--- src/rtl/smac_pkg.sv ---
// Shared types and width helpers for the systolic MAC accumulation path.
package smac_pkg;

   typedef enum logic [1:0] {
      IDLE  = 2'd0,
      ACC   = 2'd1,
      SHIFT = 2'd2,
      DONE  = 2'd3
   } ac3_state_e;

   // Accumulator must hold M lane products summed over MNO operands.
   function automatic int acc_w(input int m, input int pa, input int pw, input int mno);
      return $clog2(m) + pa + pw + $clog2(mno);
   endfunction

   function automatic int cnt_w(input int mno);
      return $clog2(mno + 1);
   endfunction

endpackage

--- src/rtl/ac3_adder.sv ---
// Accumulator adder: partial sum from AC2 plus the running register value, wrapping.
module ac3_adder #(
   parameter int W = 29
) (
   input  logic [W-1:0] in_from_ac2,
   input  logic [W-1:0] in_from_reg,
   output logic [W-1:0] out_to_reg
);

   assign out_to_reg = in_from_ac2 + in_from_reg;

endmodule

--- src/rtl/ac3_accum_ctrl.sv ---
// Accumulation controller: sums num_ops AC2 partial sums, quantizes by a logical
// right shift, then holds the result until the consumer takes it.
module ac3_accum_ctrl
   import smac_pkg::*;
#(
   parameter  int M   = 16,
   parameter  int Pa  = 8,
   parameter  int Pw  = 8,
   parameter  int MNO = 288,
   localparam int W   = acc_w(M, Pa, Pw, MNO),
   localparam int C   = cnt_w(MNO),
   localparam int SW  = $clog2(W)
) (
   input  logic          clk,
   input  logic          rst_n,
   input  logic          start,
   input  logic [C-1:0]  num_ops,
   input  logic [SW-1:0] shift_amt,
   input  logic          in_valid,
   output logic          in_ready,
   input  logic [W-1:0]  in_data,
   output logic          out_valid,
   input  logic          out_ready,
   output logic [W-1:0]  out_data,
   output logic          busy
);

   ac3_state_e    state, state_d;
   logic [W-1:0]  acc, acc_sum;
   logic [C-1:0]  op_cnt, nops_q, nops_clamp;
   logic [SW-1:0] sh_cnt;
   logic          last_op;

   ac3_adder #(.W(W)) u_adder (
      .in_from_ac2 (in_data),
      .in_from_reg (acc),
      .out_to_reg  (acc_sum)
   );

   assign nops_clamp = (num_ops > C'(MNO)) ? C'(MNO) : num_ops;
   assign last_op    = (op_cnt + C'(1)) == nops_q;

   always_ff @(posedge clk) begin
      if (!rst_n) state <= IDLE;
      else        state <= state_d;
   end

   always_comb begin
      state_d   = state;
      in_ready  = 1'b0;
      out_valid = 1'b0;
      out_data  = '0;
      busy      = (state != IDLE);
      case (state)
         IDLE: if (start) state_d = (nops_clamp == '0) ? SHIFT : ACC;
         ACC: begin
            in_ready = 1'b1;
            if (in_valid && last_op) state_d = SHIFT;
         end
         // sh_cnt of 0 still costs one pass through SHIFT with no shift.
         SHIFT: if (sh_cnt <= SW'(1)) state_d = DONE;
         DONE: begin
            out_valid = 1'b1;
            out_data  = acc;
            if (out_ready) state_d = IDLE;
         end
         default: state_d = IDLE;
      endcase
   end

   always_ff @(posedge clk) begin
      if (!rst_n) begin
         acc    <= '0;
         op_cnt <= '0;
         nops_q <= '0;
         sh_cnt <= '0;
      end else begin
         case (state)
            IDLE: if (start) begin
               nops_q <= nops_clamp;
               sh_cnt <= shift_amt;
               acc    <= '0;
               op_cnt <= '0;
            end
            ACC: if (in_valid) begin
               acc    <= acc_sum;
               op_cnt <= op_cnt + C'(1);
            end
            SHIFT: if (sh_cnt != '0) begin
               acc    <= acc >> 1;
               sh_cnt <= sh_cnt - SW'(1);
            end
            default: ;
         endcase
      end
   end

endmodule

--- config.mk ---
export PLATFORM = sky130hd
export DESIGN_NAME = ac3_accum_ctrl
export DESIGN_NICKNAME = d
export VERILOG_FILES = /design/src/rtl/smac_pkg.sv /design/src/rtl/ac3_adder.sv /design/src/rtl/ac3_accum_ctrl.sv
export SDC_FILE = /design/constraint.sdc
export NUM_CORES = 1
export LEC_CHECK = 0
export CAP_MARGIN = 30
export CELL_PAD_IN_SITES_DETAIL_PLACEMENT = 0
export CELL_PAD_IN_SITES_GLOBAL_PLACEMENT = 1
export CORE_ASPECT_RATIO = 1.1
export CORE_MARGIN = 3
export CORE_UTILIZATION = 30
export DETAILED_ROUTE_END_ITERATION = 12
export GPL_TIMING_DRIVEN = 0
export PLACE_DENSITY_LB_ADDON = 0.3
export SETUP_SLACK_MARGIN = 0.3
export SYNTH_ARGS = -nofsm -noshare
export SYNTH_HDL_FRONTEND = slang
export SYNTH_HIERARCHICAL = 1
export SYNTH_SLANG_ARGS = --single-unit
--- constraint.sdc ---
create_clock -name clk -period 2.5 [get_ports clk]
set_input_delay 0.25 -clock clk [delete_from_list [all_inputs] [get_ports clk]]
set_output_delay 0.25 -clock clk [all_outputs]
set_load 0.005 [all_outputs]
Word-level counts from Yosys, hierarchy flattened
Cells that the tools add are included.
{"block": "op_classes", "eq_ne": 10, "mux": 20, "div": 0, "addsub": 3, "shift": 0, "n_lt_le_gt_ge": 2, "multipliers": 0, "n_reduce_logical": 13, "n_bitwise": 0}
{"op": "29-bit two-way mux", "n": 4}
{"op": "29-bit one-hot mux with 3 select lines", "n": 1}
{"op": "29-bit adder", "n": 1}
{"op": "9-bit two-way mux", "n": 3}
{"op": "9-bit one-hot mux with 2 select lines", "n": 1}
{"op": "2-bit != test (second input constant)", "n": 6}
{"op": "2-bit two-way mux", "n": 5}
{"op": "5-bit two-way mux", "n": 2}
{"op": "5-bit one-hot mux with 2 select lines", "n": 1}
{"op": "9-bit by 1-bit adder with 9-bit output (second input constant)", "n": 1}
{"op": "9-bit equality test", "n": 1}
{"op": "9-bit greater-than comparator (second input constant)", "n": 1}
{"op": "9-bit logical NOT", "n": 1}
{"op": "2-bit one-hot mux with 4 select lines", "n": 1}
{"op": "4-bit AND reduction", "n": 2}
{"op": "3-bit AND reduction", "n": 2}
{"op": "2-bit nonzero test", "n": 3}
{"op": "5-bit by 1-bit <= comparator with 1-bit output (second input constant)", "n": 1}
{"op": "5-bit nonzero test", "n": 1}
{"op": "5-bit by 1-bit subtractor with 5-bit output (second input constant)", "n": 1}
{"op": "2-bit equality test (second input constant)", "n": 2}
{"op": "3-bit nonzero test", "n": 1}
{"op": "2-bit by 1-bit equality test with 1-bit output (second input constant)", "n": 1}
{"op": "2-bit logical NOT", "n": 1}
{"op": "other kinds (3)", "n": 4}
{"block": "totals", "wordCells": 53, "mem_bits_ro": 0, "memories": 0, "ram_bits": 0, "latchBits": 0, "register_bits": 54}

Logic depth before layout (Yosys ltp)
{"block": "logic_depth", "depth_word": 6, "mapped_depth": 10, "depth_no_buf": 10}

Modules after synthesis
The synthesis kept the hierarchy.
{"module": "ac3_accum_ctrl", "n_inst": 1, "cells_each": 372, "area_per_inst_um2": 3000.4, "seq_area_each_um2": 1081.0}
{"module": "ac3_adder", "n_inst": 1, "cells_each": 223, "area_per_inst_um2": 1590.3, "seq_area_each_um2": 0.0}

Worst setup path before layout
OpenSTA, ideal clock, no wires.
{"block": "synth_timing", "kind": "register to register", "startpoint": "register acc[0]", "endpoint": "register acc[22]", "path_slack_ns": -0.128, "path_buffers": 0, "stages_incl_launch_ff": 11, "t_arrival_ns": 2.542, "path_cell_list": "dfxtp_1 ha_1 fa_1 a211o_1 a211oi_4 o31ai_4 a21o_1 a311oi_2 xnor2_1 a22oi_1 a211oi_1"}
{"block": "synth_via", "elab_chain_cells": 3}
{"element": "from (decl)", "line": "ac3_accum_ctrl.sv:29", "rtl": "logic [W-1:0] acc, acc_sum;"}
{"element": "from (signal assigned)", "line": "ac3_accum_ctrl.sv:86", "rtl": "acc <= acc_sum;"}
{"element": "from (signal assigned)", "line": "ac3_accum_ctrl.sv:90", "rtl": "acc <= acc >> 1;"}
{"element": "29-bit adder", "line": "ac3_adder.sv:10", "rtl": "assign out_to_reg = in_from_ac2 + in_from_reg;"}
{"element": "named net acc_sum[22]", "line": "ac3_accum_ctrl.sv:29"}
{"element": "29-bit two-way mux", "line": "ac3_accum_ctrl.sv:85", "rtl": "ACC: if (in_valid) begin"}
{"element": "29-bit one-hot mux with 3 select lines", "line": "ac3_accum_ctrl.sv:78", "rtl": "case (state)"}
The timed path passes the listed nets, and every way through them passes these cells. The select of a mux whose other input is x is not followed.
A chain may end at the register's enable or synchronous reset.

Final worst setup path
Ends and elaborated chain as after synthesis.

==> reports/results.txt <==
Final min period: 2.662 ns
Slew Limit Fails: 0
Unique masters post-synth: 62
Sw frac: 46.28%
Leakage power: 2.589 nW
CTS buffer count: 5
Crit. End Element: flip-flop
Nets: 802
Reg2reg start: acc[0]$_SDFFE_PN0P_
DRT Wirelength: 15260 um
Combinational share of power: 67.3%
Violated checks: setup timing
Initial Util: 31.28%
Pwr Total: 7.090 mW
Layout Area Growth over Synthesis: 47.26%
Number of max-cap violations: 0
Int Power: 3.809 mW
Pre-CTS WS: -0.5762 ns
Syn nets: 681
Total Routing Usage GR: 17.58%
Most frequent cell after synthesis: nor2_1
Setup TNS Final: -0.7395 ns
Root Driver: clkbuf_16
HP Start: nops_q[8]$_SDFFE_PN0P_
DRC Markers: 0
Ant diodes: 0
Most used DFF post-synth: dfxtp_1
Final hold viol count: 0
Row Count: 46
Hpwl dp: 11270 um
DR iter-0 viols: 312
Yosys reg bits: 54
Worst Path Max Fanout: 4
Final Util: 46.06%
Initial antenna violation count: 0
Avg Synthesized Cell Area: 7.715 um2
Required @ worst endpoint: 2.71 ns
Worst Hold Class: reg2reg
Relative slew slack: 60.68%
Area leader, netlist: dfxtp_1
Die width: 123.9 um
Async SR Flop Fraction: 0%
# H-tree levels: 2
Synth area leaders: dfxtp_1 24%, ha_1 10%, nor2_1 5.9%
Post-synth EDFFs: 0
List of most frequent post-synthesis cells: 72 x nor2_1, 54 x dfxtp_1, 47 x a21oi_1, 37 x ha_1, 35 x a22oi_1
IO buf count: 79
Clk_lat worst skew: 0.30 ns
# clock sinks: 54
Largest net degree at the start of global routing: 18
Flop2flop setup slack: -0.16 ns
CP Capture Point: acc[22]$_SDFFE_PN0P_
Critical Path Start: acc[0]$_SDFFE_PN0P_
Die Area: 0.01682 mm2
Register area share after synthesis: 23.55%
Detail-routed via count per cell: 5.473
Hold Buf Count CTS: 0
PD cells: 1049 mW/mm2
Sequential cell area: 0.001119 mm2
Share of the synthesized area in the top cell type: 23.55%
CTS tree: done
Io pins: 80
Layout Cells excl Fill: 909
RSZ-0062 raised after global routing: true
Sequential cell fraction of total power: 21.3%
Setup Skew: 0.007908 ns
Grt total ovfl: 0
Syn Inst Count: 595
Final setup violation count: 7
Share of cells above drive strength 1: 22.45%
CP Launch Type: flip-flop
R2R Path End: acc[22]$_SDFFE_PN0P_
Clk pin slew, worst setup/hold paths: 0.08 ns
NetSw: 3.282 mW
Outcome: finished with violations
IR drop worst, VDD: 505.7 uV
Via count: 4975
Yosys warns: 6
Synth Cell Area: 0.004591 mm2
Final worst-path setup slack: -0.1618 ns
Worst r2r path cells: 10
Post-DRT Antenna Nets: 0
CP Class: reg2reg
Vert. Die Dim: 135.7 um
Clock Path Buffers: 2
Clock network fraction of total power: 11.4%
Tcrit/Tclk final: 106.5%
Gpl congestion: 0.8933
DRT Pass-1 Iters: 5
First-pass GRT wire length: 23960 um
# fillers: 1432
Core Area: 0.01468 mm2
Average wire per standard cell: 16.78 um
Crit path DAT: 2.87 ns
Area occupied by multi-input gates: 0.003851 mm2
Worst-Margin Slew: 0.5898 ns
Vias in the first global route: 4806
DP Cell Count: 866
Max Clock Freq: 0.3757 GHz
[sequential cells by signal, summed over array words and instances (netlist names)]
| name | count |
|---|---|
| state | 2 |
| nops_q | 9 |
| acc | 29 |
| op_cnt | 9 |
| sh_cnt | 5 |
[worst min-delay path by stage]
stage | end | slack [ns] | cells past startpoint
2_1_floorplan | nops_q[5]$_SDFFE_PN0P_ | 0.39 | 2
3_5_place_dp | nops_q[8]$_SDFFE_PN0P_ | 0.49 | 2
4_1_cts | nops_q[8]$_SDFFE_PN0P_ | 0.50 | 2
6_report | nops_q[8]$_SDFFE_PN0P_ | 0.50 | 2
3_3_place_gp | nops_q[8]$_SDFFE_PN0P_ | 0.48 | 2
5_1_grt | nops_q[8]$_SDFFE_PN0P_ | 0.55 | 2
[worst max-delay path, stage by stage (launching register included)]
cell,delay [ns]
dfxtp_2,0.34
ha_4,0.16
fa_2,0.33
a211o_1,0.33
a211oi_4,0.32
o31ai_4,0.15
a21o_1,0.22
a311oi_2,0.22
xnor2_1,0.15
a22oi_1,0.10
a211oi_1,0.24
[power by group through the flow]
stage	registers [mW]	clock network [mW]	logic, mW
after floorplan	1.33	0	2.74
after global placement	1.46	0	3.59
after detailed placement	1.46	0	3.63
after CTS	1.49	0.829	4.30
after global routing	1.55	0.861	5.19
final	1.51	0.811	4.77
[layout by cell type, fill, tap and decap left out, drive strengths merged, types with 7 or more instances in the layout]
cell	n
a31oi	7
nand4	11
a21o	18
o21ai	27
ha	37
nor2	72
clkbuf	32
nand3	13
nand2	34
clkdlybuf4s50	70
nor3	11
a211oi	36
and2	34
xnor2	20
a22oi	35
xor2	15
inv	16
dfxtp	54
a21oi	47
buf	44
dlygate4sd2	7
[cells by family (layout without fill, tap and decap cells)]
family	Yosys count	in the layout	synth area share, %
compound gates	212	212	32.43
xor+xnor	35	35	6.841
fa+ha+maj	38	38	10.52
buf+inv	51	173	4.333
flops	54	54	23.55
mux	4	4	0.8722
simple gates	201	201	21.45
[metal layers]
layer	global-route usage [%]	up-vias	routed length, um	share of wire [%]
met1	22.89	2359	6821	45
met3	1.713	27	642	4.2
met2	30.24	134	7392	48
met5	0	-	0	0
li1	-	2455	-	-
met4	5.782	0	399	2.6
[through the flow]
step,cell area [um2],hold WS (ns)
after floorplan,4621,0.3854
after global placement,5652,0.4827
after detailed placement,5652,0.4906
after CTS,6435,0.5042
after global routing,6760,0.5463
final,6760,0.5007
[cell type report]
cell class | count | share of cell area [%]
buffer | 36 | 3.739
sequential | 54 | 16.55
timing repair buffer | 114 | 15.86
clock buffer | 5 | 1.851
inverter | 15 | 0.8329
multi-input combinational | 490 | 56.97
clock inverter | 3 | 0.6478
tap | 192 | 3.554
[repair_timing]
action | CTS | global route
setup buffers | 22 | 13
gates resized for setup | 119 | 53
pin swaps | 49 | 38
endpoints found under the setup margin | 60 | 47
Note: power is estimated with default switching activity, not from simulation.
